==> src/rtl/pixel_write_buffer.sv <==
// pixel_write_buffer
//   Buffers pixel writes from the line drawer and feeds them to the VGA write
//   port. Pixels outside the visible area are clipped. A clear-screen sweep
//   drains the FIFO and then paints every pixel in a latched background colour.
//
//   Ports
//     clk, resetn          clock, asynchronous active-low reset
//     in_plot/x/y/colour   pixel strobe and payload from the line drawer
//     in_full              backpressure: FIFO nearly full, or not in RUN
//     clear_req, bg_colour request a clear-screen sweep; colour sampled with it
//     clear_busy           high while flushing or sweeping
//     vga_stall            VGA side cannot accept a pixel this cycle
//     vga_x/y/colour/plot  registered pixel write to the VGA adapter
//
//   Optional build macro PIXEL_STATS_EN adds clip_count and drop_count
//   (16-bit saturating event counters, zeroed on reset and on entry to FLUSH).
//
//   state | meaning
//   RUN   | accept pixels, drain FIFO to VGA
//   FLUSH | no new pixels; drain what is buffered
//   SWEEP | paint (sx,sy) with bg colour, one pixel per unstalled cycle

module pixel_write_buffer #(
  parameter int DEPTH = 16,
  parameter int X_MAX = 320,
  parameter int Y_MAX = 240
) (
  input  logic       clk,
  input  logic       resetn,
  input  logic       in_plot,
  input  logic [8:0] in_x,
  input  logic [7:0] in_y,
  input  logic [2:0] in_colour,
  output logic       in_full,
  input  logic       clear_req,
  input  logic [2:0] bg_colour,
  output logic       clear_busy,
  input  logic       vga_stall,
  output logic [8:0] vga_x,
  output logic [7:0] vga_y,
  output logic [2:0] vga_colour,
  output logic       vga_plot
`ifdef PIXEL_STATS_EN
  ,
  output logic [15:0] clip_count,
  output logic [15:0] drop_count
`endif
);

  localparam int AW = $clog2(DEPTH);
  localparam int CW = AW + 1;
  localparam logic [CW-1:0] DEPTH_C  = CW'(DEPTH);
  localparam logic [CW-1:0] FULL_THR = CW'(DEPTH - 1);
  localparam logic [9:0]    X_LIM    = 10'(X_MAX);
  localparam logic [8:0]    Y_LIM    = 9'(Y_MAX);
  localparam logic [8:0]    X_LAST   = 9'(X_MAX - 1);
  localparam logic [7:0]    Y_LAST   = 8'(Y_MAX - 1);

  typedef enum logic [1:0] {
    ST_RUN   = 2'd0,
    ST_FLUSH = 2'd1,
    ST_SWEEP = 2'd2
  } state_t;

  state_t          state_q, state_d;
  logic [AW-1:0]   wr_ptr_q, wr_ptr_d;
  logic [AW-1:0]   rd_ptr_q, rd_ptr_d;
  logic [CW-1:0]   count_q, count_d;
  logic [2:0]      bg_q, bg_d;
  logic [8:0]      sx_q, sx_d;
  logic [7:0]      sy_q, sy_d;
  logic [8:0]      vga_x_q, vga_x_d;
  logic [7:0]      vga_y_q, vga_y_d;
  logic [2:0]      vga_colour_q, vga_colour_d;
  logic            vga_plot_q, vga_plot_d;

  // Entry layout: {x[8:0], y[7:0], colour[2:0]}
  logic [19:0]     mem_q [DEPTH];
  logic [19:0]     head;

  logic            in_range;
  logic            push;
  logic            pop;
  logic            sweep_go;
  logic            sweep_last;

  always_comb begin
    in_range   = ({1'b0, in_x} < X_LIM) && ({1'b0, in_y} < Y_LIM);
    // count_q is the pre-pop occupancy, so a same-cycle pop never makes room
    push       = in_plot && (state_q == ST_RUN) && in_range && (count_q < DEPTH_C);
    pop        = (count_q != '0) && !vga_stall && (state_q != ST_SWEEP);
    sweep_go   = (state_q == ST_SWEEP) && !vga_stall;
    sweep_last = (sx_q == X_LAST) && (sy_q == Y_LAST);
    head       = mem_q[rd_ptr_q];
  end

  always_comb begin
    state_d = state_q;
    bg_d    = bg_q;
    sx_d    = sx_q;
    sy_d    = sy_q;
    unique case (state_q)
      ST_RUN: begin
        if (clear_req) begin
          state_d = ST_FLUSH;
          bg_d    = bg_colour;
        end
      end
      ST_FLUSH: begin
        // No pushes happen here, so an empty FIFO also means no pop this cycle
        if (count_q == '0) begin
          state_d = ST_SWEEP;
          sx_d    = '0;
          sy_d    = '0;
        end
      end
      ST_SWEEP: begin
        if (sweep_go) begin
          if (sweep_last) begin
            state_d = ST_RUN;
            sx_d    = '0;
            sy_d    = '0;
          end else if (sx_q == X_LAST) begin
            sx_d = '0;
            sy_d = sy_q + 8'd1;
          end else begin
            sx_d = sx_q + 9'd1;
          end
        end
      end
      default: state_d = ST_RUN;
    endcase
  end

  always_comb begin
    wr_ptr_d = wr_ptr_q;
    rd_ptr_d = rd_ptr_q;
    count_d  = count_q;
    if (push) wr_ptr_d = wr_ptr_q + AW'(1);
    if (pop)  rd_ptr_d = rd_ptr_q + AW'(1);
    if (push && !pop)      count_d = count_q + CW'(1);
    else if (!push && pop) count_d = count_q - CW'(1);
  end

  always_comb begin
    vga_plot_d   = 1'b0;
    vga_x_d      = vga_x_q;
    vga_y_d      = vga_y_q;
    vga_colour_d = vga_colour_q;
    if (pop) begin
      vga_plot_d   = 1'b1;
      vga_x_d      = head[19:11];
      vga_y_d      = head[10:3];
      vga_colour_d = head[2:0];
    end else if (sweep_go) begin
      vga_plot_d   = 1'b1;
      vga_x_d      = sx_q;
      vga_y_d      = sy_q;
      vga_colour_d = bg_q;
    end
  end

  always_ff @(posedge clk or negedge resetn) begin
    if (!resetn) begin
      state_q      <= ST_RUN;
      wr_ptr_q     <= '0;
      rd_ptr_q     <= '0;
      count_q      <= '0;
      bg_q         <= '0;
      sx_q         <= '0;
      sy_q         <= '0;
      vga_x_q      <= '0;
      vga_y_q      <= '0;
      vga_colour_q <= '0;
      vga_plot_q   <= 1'b0;
    end else begin
      state_q      <= state_d;
      wr_ptr_q     <= wr_ptr_d;
      rd_ptr_q     <= rd_ptr_d;
      count_q      <= count_d;
      bg_q         <= bg_d;
      sx_q         <= sx_d;
      sy_q         <= sy_d;
      vga_x_q      <= vga_x_d;
      vga_y_q      <= vga_y_d;
      vga_colour_q <= vga_colour_d;
      vga_plot_q   <= vga_plot_d;
    end
  end

  // Storage needs no reset: entries are only read when count_q says they are valid
  always_ff @(posedge clk) begin
    if (push) mem_q[wr_ptr_q] <= {in_x, in_y, in_colour};
  end

  assign in_full    = (count_q >= FULL_THR) || (state_q != ST_RUN);
  assign clear_busy = (state_q != ST_RUN);
  assign vga_x      = vga_x_q;
  assign vga_y      = vga_y_q;
  assign vga_colour = vga_colour_q;
  assign vga_plot   = vga_plot_q;

`ifdef PIXEL_STATS_EN
  logic [15:0] clip_q, clip_d;
  logic [15:0] drop_q, drop_d;
  logic        clip_ev;
  logic        drop_ev;
  logic        flush_entry;

  always_comb begin
    clip_ev     = in_plot && !in_range;
    drop_ev     = in_plot && in_range && !push;
    flush_entry = (state_q == ST_RUN) && clear_req;
    clip_d      = clip_q;
    drop_d      = drop_q;
    if (flush_entry) begin
      clip_d = '0;
      drop_d = '0;
    end else begin
      if (clip_ev && (clip_q != 16'hFFFF)) clip_d = clip_q + 16'd1;
      if (drop_ev && (drop_q != 16'hFFFF)) drop_d = drop_q + 16'd1;
    end
  end

  always_ff @(posedge clk or negedge resetn) begin
    if (!resetn) begin
      clip_q <= '0;
      drop_q <= '0;
    end else begin
      clip_q <= clip_d;
      drop_q <= drop_d;
    end
  end

  assign clip_count = clip_q;
  assign drop_count = drop_q;
`endif

endmodule
==> config.mk <==
export PLATFORM = sky130hd
export DESIGN_NAME = pixel_write_buffer
export DESIGN_NICKNAME = d
export VERILOG_FILES = /design/src/rtl/pixel_write_buffer.sv
export SDC_FILE = /design/constraint.sdc
export NUM_CORES = 1
export LEC_CHECK = 0
export CAP_MARGIN = 20
export CELL_PAD_IN_SITES_DETAIL_PLACEMENT = 1
export CELL_PAD_IN_SITES_GLOBAL_PLACEMENT = 1
export CORE_MARGIN = 10
export CORE_UTILIZATION = 25
export CTS_CLUSTER_SIZE = 30
export DETAILED_ROUTE_END_ITERATION = 8
export PLACE_DENSITY = 0.53
export SYNTH_ARGS = -nofsm -noshare
export SYNTH_HDL_FRONTEND = slang
export SYNTH_SLANG_ARGS = --single-unit
==> constraint.sdc <==
create_clock -name clk -period 5.5 [get_ports clk]
set_input_delay 1.65 -clock clk [delete_from_list [all_inputs] [get_ports clk]]
set_output_delay 1.65 -clock clk [all_outputs]
set_load 0.01 [all_outputs]
# Yosys cells after proc, flatten, opt, wreduce, memory -nomap -nowiden

Memories as Yosys holds them, arrays and structs flattened.
Cells that the tools add are included.

Register bits: 56
Word-level logic and storage cells: 84
Input bits: 28
Bits in writable memories: 320
Memories kept: 1
Output and inout port bits: 23

Memories:

| memory | words | width | read ports | clocked after Yosys merged registers in | wr ports | RTL line | text |
|---|---|---|---|---|---|---|---|
| mem_q  | 16    | 20    | 1          | 0                                       | 1        | 78       | `logic [19:0] mem_q [DEPTH];` |

$add $sub $neg: 6
Reductions and logical operators: 25
Equal/unequal tests: 10
Mux-type cells: 27
$lt $le $gt $ge: 4

Operators by type and width:

| operator                                                               | number |
|---|---|
| 9-bit two-way mux                                                      | 6 |
| 8-bit two-way mux                                                      | 6 |
| 9-bit one-hot mux with 2 select lines                                  | 1 |
| 8-bit one-hot mux with 2 select lines                                  | 1 |
| 1-bit logical AND                                                      | 10 |
| 5-bit two-way mux                                                      | 2 |
| 2-bit != test (second input constant)                                  | 5 |
| 9-bit by 1-bit adder with 9-bit output (second input constant)         | 1 |
| 9-bit == test (second input constant)                                  | 1 |
| 9-bit < comparator (second input constant)                             | 1 |
| 4-bit by 1-bit adder with 4-bit output (second input constant)         | 2 |
| 8-bit by 1-bit adder with 8-bit output (second input constant)         | 1 |
| 8-bit == test (second input constant)                                  | 1 |
| 8-bit < comparator (second input constant)                             | 1 |
| 2-bit two-way mux                                                      | 4 |
| 4-bit AND reduction                                                    | 2 |
| 2-bit nonzero test                                                     | 4 |
| 3-bit two-way mux                                                      | 2 |
| 2-bit one-hot mux with 3 select lines                                  | 1 |
| 5-bit by 1-bit adder with 5-bit output (second input constant)         | 1 |
| 5-bit by 4-bit >= comparator with 1-bit output (second input constant) | 1 |
| 5-bit zero test                                                        | 1 |
| 5-bit < comparator (second input constant)                             | 1 |
| 5-bit nonzero test                                                     | 1 |
| other kinds (10)                                                       | 15 |

# Logic depth before layout (Yosys ltp)

Depth after elaboration: 8
Mapped depth: 13
Depth with buffers taken out: 11

# Worst setup path after synthesis

No wires, ideal clock.

Path type: input-to-reg
Start point: input port in_x[7]
End point: memory mem_q[3][0], enable pin
Cell stages on the path: 5
Setup time: 422 ps
Required time: 5078 ps
Data arrival time: 4041 ps
Setup slack: 1037 ps
Buffers on the path: 0
Cell sequence: o21ai_0 -> nand4b_1 -> a41oi_1 -> nand2_1 -> nor3_1

Longest elaborated chain between the ends: 6

RTL lines:

| element                                 | RTL line | text |
|---|---|---|
| from (decl)                             | 31       | `input logic [8:0] in_x,` |
| 9-bit < comparator                      | 88       | `in_range = ({1'b0, in_x} < X_LIM) && ({1'b0, in_y} < Y_LIM);` |
| 1-bit logical AND                       | 88       |  |
| 1-bit logical AND (2 in series)         | 90       | `push = in_plot && (state_q == ST_RUN) && in_range && (count_q < DEPTH_C);` |
| net push                                | 82       | `logic push;` |
| 1-bit two-way mux                       | 193      | `if (push) mem_q[wr_ptr_q] <= {in_x, in_y, in_colour};` |
| 1-bit two-way mux (implied by the code) | 193      |  |
| to (decl)                               | 78       |  |

The timed path passes the listed nets, and every way through them passes these cells.

# Worst setup path after layout

Start point: input port in_y[7]
End point: register count_q[4]

Longest elaborated chain between the ends: 7
Elaborated cells between the ends (all ways): 9
Classes of those cells: order compare: 1; mux: 1; reduce/logical: 7

RTL lines:

| element                             | RTL line | text |
|---|---|---|
| from (decl)                         | 32       | `input logic [7:0] in_y,` |
| 8-bit < comparator (*)              | 88       |  |
| 1-bit logical AND (*)               | 88       |  |
| 1-bit logical AND (*) (2 in series) | 90       |  |
| net push                            | 82       |  |
| 1-bit zero test                     | 142      | `else if (!push && pop) count_d = count_q - CW'(1);` |
| 1-bit logical AND                   | 142      |  |
| 2-bit nonzero test (no line)        | --       |  |
| to (signal assigned)                | 180      | `count_q <= count_d;` |
| to (decl)                           | 68       | `logic [CW-1:0] count_q, count_d;` |

Mark *: on every way through the listed nets, which the timed path passes. The rest lies on a longest branch.
A chain may end at the register's enable or synchronous reset.

==> summary.txt <==
Outcome
  • Status: finished, final reports clean

Logic synthesis
  • Primary FF master, synth: edfxtp_1
  • EDFF count, synth: 320
  • Post-synthesis sequential area ratio: 72.9%
  • Synthesis-stage register bit count: 376
  • Yosys cell types: 49
  • Cells after Synth: 893
  • Synthesis Warnings: 0
  • Synth Cell Area: 15100 um^2
  • Post-synth ARST share: 14.9%
  • Syn nets: 938
  • Mean area per synthesized cell: roughly 17 um^2

Global route
  • Largest net degree at the start of global routing: 57
  • Congestion Overflow GR: 0
  • Number of global-route vias before repair: 8827
  • First-pass GRT wire length: between 50000 and 60000 um
  • Initial antenna violation count: 3
  • Total GRT Usage: approximately 11%

Drt
  • Routed WL per cell: 22.3 um
  • Residual DRC: 0
  • Via Count: 8311
  • Post-Route WL: roughly 40000 um
  • Pre-antenna DRT Iters: 5
  • ANT nets after route: 0
  • Vias per cell: 4.65
  • Initial DRC count: 522

Worst setup path
  • Worst path arrival time: 4.38 ns
  • Crit path cell chain: clkdlybuf4s50_1, a41oi_1, buf_4, ha_1, inv_1, ha_1, a21o_1, a21oi_1, mux2i_1, xnor2_1
  • Crit-path max cell delay: a little under 0.9 ns
  • Setup CP Type: in -> reg
  • CP delay by family, top: buffers and inverters
  • Worst path required time: 5.98 ns
  • Critical path launch point type: primary input
  • Most frequent cell on the critical path: ha_1
  • Worst Path Buf+Inv: 3
  • Flop2flop setup slack: 2.16 ns
  • Crit-path max FO: 17
  • Setup crit end kind: flip-flop
  • Crit-path slowest cell: clkdlybuf4s50_1

Clock network
  • Worst-Skew Late Latency: 0.58 ns
  • Clk buf depth: 3
  • Hold Buf Count CTS: 0
  • Level count of the clock H-tree: 2
  • Clock root buffer: clkbuf_16
  • TritonCTS clock tree: done
  • Clock transition at path regs: 0.06 ns
  • Post-CTS setup buffers: 0
  • Sink Count: 376
  • Total CTS buffers: 41
  • Post-CTS sizing: 0

Finish
  • Area Overhead vs Synth: 19.6%
  • Most frequent cells in the layout: edfxtp_1, mux2i_1, dfrtp_1
  • Layout cell share with drive strength beyond 1: 17.1%
  • Commonest non-fill, non-tap cell in the layout: edfxtp_1
  • Diodes inserted: 0
  • Final #Nets: 1019

Timing
  • Slew @ Worst Pin: 1.30 ns
  • Final hold vios: 0
  • Skew final: ~0.021 ns
  • Slew Viols, Final: 0
  • Setup TNS Final: 0 ns
  • RSZ-0062 raised after global routing: false
  • Final period util: 70.8%
  • Tmin final: 3.90 ns
  • Max Clock Freq: about 260 MHz
  • Setup-failing EPs final: 0
  • Slew headroom: a little under an eighth

Floorplan
  • Die H: 266 um
  • Rows: 90
  • Number of I/O pins: 51
  • Die area: 70600 um^2
  • Initial Util: between 20 and 30%
  • Die X: 266 um
  • Core area: 60000 um^2

Min path
  • Hold WC Path Type: reg -> reg

Pwr
  • Max IR drop VDD: 0.217 mV
  • PwrDens: a little under 500 nW/um^2
  • Leakage: 6.00 nW
  • Total chip power: 8.87 mW

Placed design
  • Placer Congestion: 0.737
  • Dpl hpwl: 24700 um
  • PortBufs: 50

Flow run
  • Maxcap violations: 0
## sequential cells by signal, summed over array words and instances, names as in the netlist, 4 cells and up
| register | cells |
|---|---|
| sy_q | 8 |
| count_q | 5 |
| mem_q | 320 |
| rd_ptr_q | 4 |
| vga_y | 8 |
| vga_x | 9 |
| sx_q | 9 |
| wr_ptr_q | 4 |
## through the flow
| step | setup WS (ns) | cells | hold WS, ns | util [%] | area, um^2 |
|---|---|---|---|---|---|
| floorplan | 1.04 | 893 | 0.467 | - | 15100 |
| global placement | 1.08 | 1711 | 0.496 | 27.9 | 16800 |
| detailed placement | 1.04 | 1713 | 0.501 | 28.0 | 16800 |
| CTS | 1.62 | 1788 | 0.518 | 30.1 | 18100 |
| global route | 1.35 | 1788 | 0.548 | 30.1 | 18100 |
| finish | 1.60 | 1788 | 0.515 | 30.1 | 18100 |
## report_power, final
| group | leakage (nW) | internal (mW) | switching (mW) | total (mW) |
|---|---|---|---|---|
| clock | 0.622 | 1.51 | 1.13 | 2.64 |
| combinational | 1.81 | 1.11 | 1.49 | 2.60 |
| sequential | 3.57 | 3.30 | 0.336 | 3.64 |
| total | 6.00 | 5.92 | 2.95 | 8.87 |
## path summary, 6_finish.rpt
kind                                    startpoint                         to  cells after the start
hold reg to reg                bg_q[0]$_DFFE_PN0P_        bg_q[0]$_DFFE_PN0P_                      1
setup reg to reg           rd_ptr_q[2]$_DFFE_PN0N_       vga_x[2]$_DFFE_PN0P_                      5
max in group asynchronous                   resetn    rd_ptr_q[0]$_DFFE_PN0N_                      2
setup / recovery                           in_y[7]     count_q[4]$_DFFE_PN0P_                     10
min in group asynchronous                   resetn  vga_colour[1]$_DFFE_PN0P_                      1
hold / removal                 bg_q[0]$_DFFE_PN0P_        bg_q[0]$_DFFE_PN0P_                      1
## worst register-to-register path: stages, from the launching register on
cell,delay [ns]
dfrtp_4,0.91
or2_2,0.62
a211oi_1,0.11
a2111oi_0,1.13
a21oi_1,0.24
a21oi_1,0.25
## layer usage
layer | vias to the layer above | wire [um] | global-route usage [%]
met5 | - | 0 | 0
met4 | 0 | 698 | 3.29
met3 | 47 | 1660 | 1.83
met2 | 151 | 18600 | 18.0
met1 | 4405 | 18900 | 15.8
li1 | 3708 | - | -
## cell families after synthesis
logic type	count (synthesis)	synth area share [%]
flip-flops	376	72.9
AO/OA/AOI/OAI	172	7.32
AND/OR/NAND/NOR	129	4.24
multiplexers	127	11.8
buffers and inverters	62	1.62
adder cells (fa/ha/maj)	17	1.46
XOR/XNOR	10	0.580
## synth_stat cells (7+ instances only)
| library cell | count | share of area (%) |
|---|---|---|
| mux2_2 | 11 | 0.82 |
| dfrtp_1 | 56 | 9.3 |
| nor2b_1 | 23 | 0.95 |
| nor3_1 | 10 | 0.33 |
| a211oi_1 | 20 | 0.99 |
| inv_1 | 15 | 0.37 |
| a22oi_1 | 15 | 0.75 |
| a21oi_1 | 47 | 1.6 |
| buf_2 | 10 | 0.33 |
| nor2_1 | 38 | 0.94 |
| buf_1 | 11 | 0.27 |
| clkbuf_1 | 26 | 0.65 |
| o22ai_1 | 20 | 0.83 |
| edfxtp_1 | 320 | 64 |
| mux4_2 | 40 | 6.0 |
| nand3_1 | 9 | 0.30 |
| xnor2_1 | 7 | 0.41 |
| ha_1 | 16 | 1.3 |
| o21ai_0 | 27 | 0.90 |
| nand2_1 | 26 | 0.65 |
| a31oi_1 | 17 | 0.70 |
| mux2i_1 | 76 | 5.0 |
## final cells by class
class / instances / area [um^2]
clock buffer: 53 / 1090
clock inverter: 22 / 183
fill: 6226 / 42000
inverter: 15 / 56.3
multi-input combinational: 455 / 3900
sequential: 376 / 11000
tap: 782 / 978
timing repair buffer: 85 / 827
(Power assumes the default switching activity.)
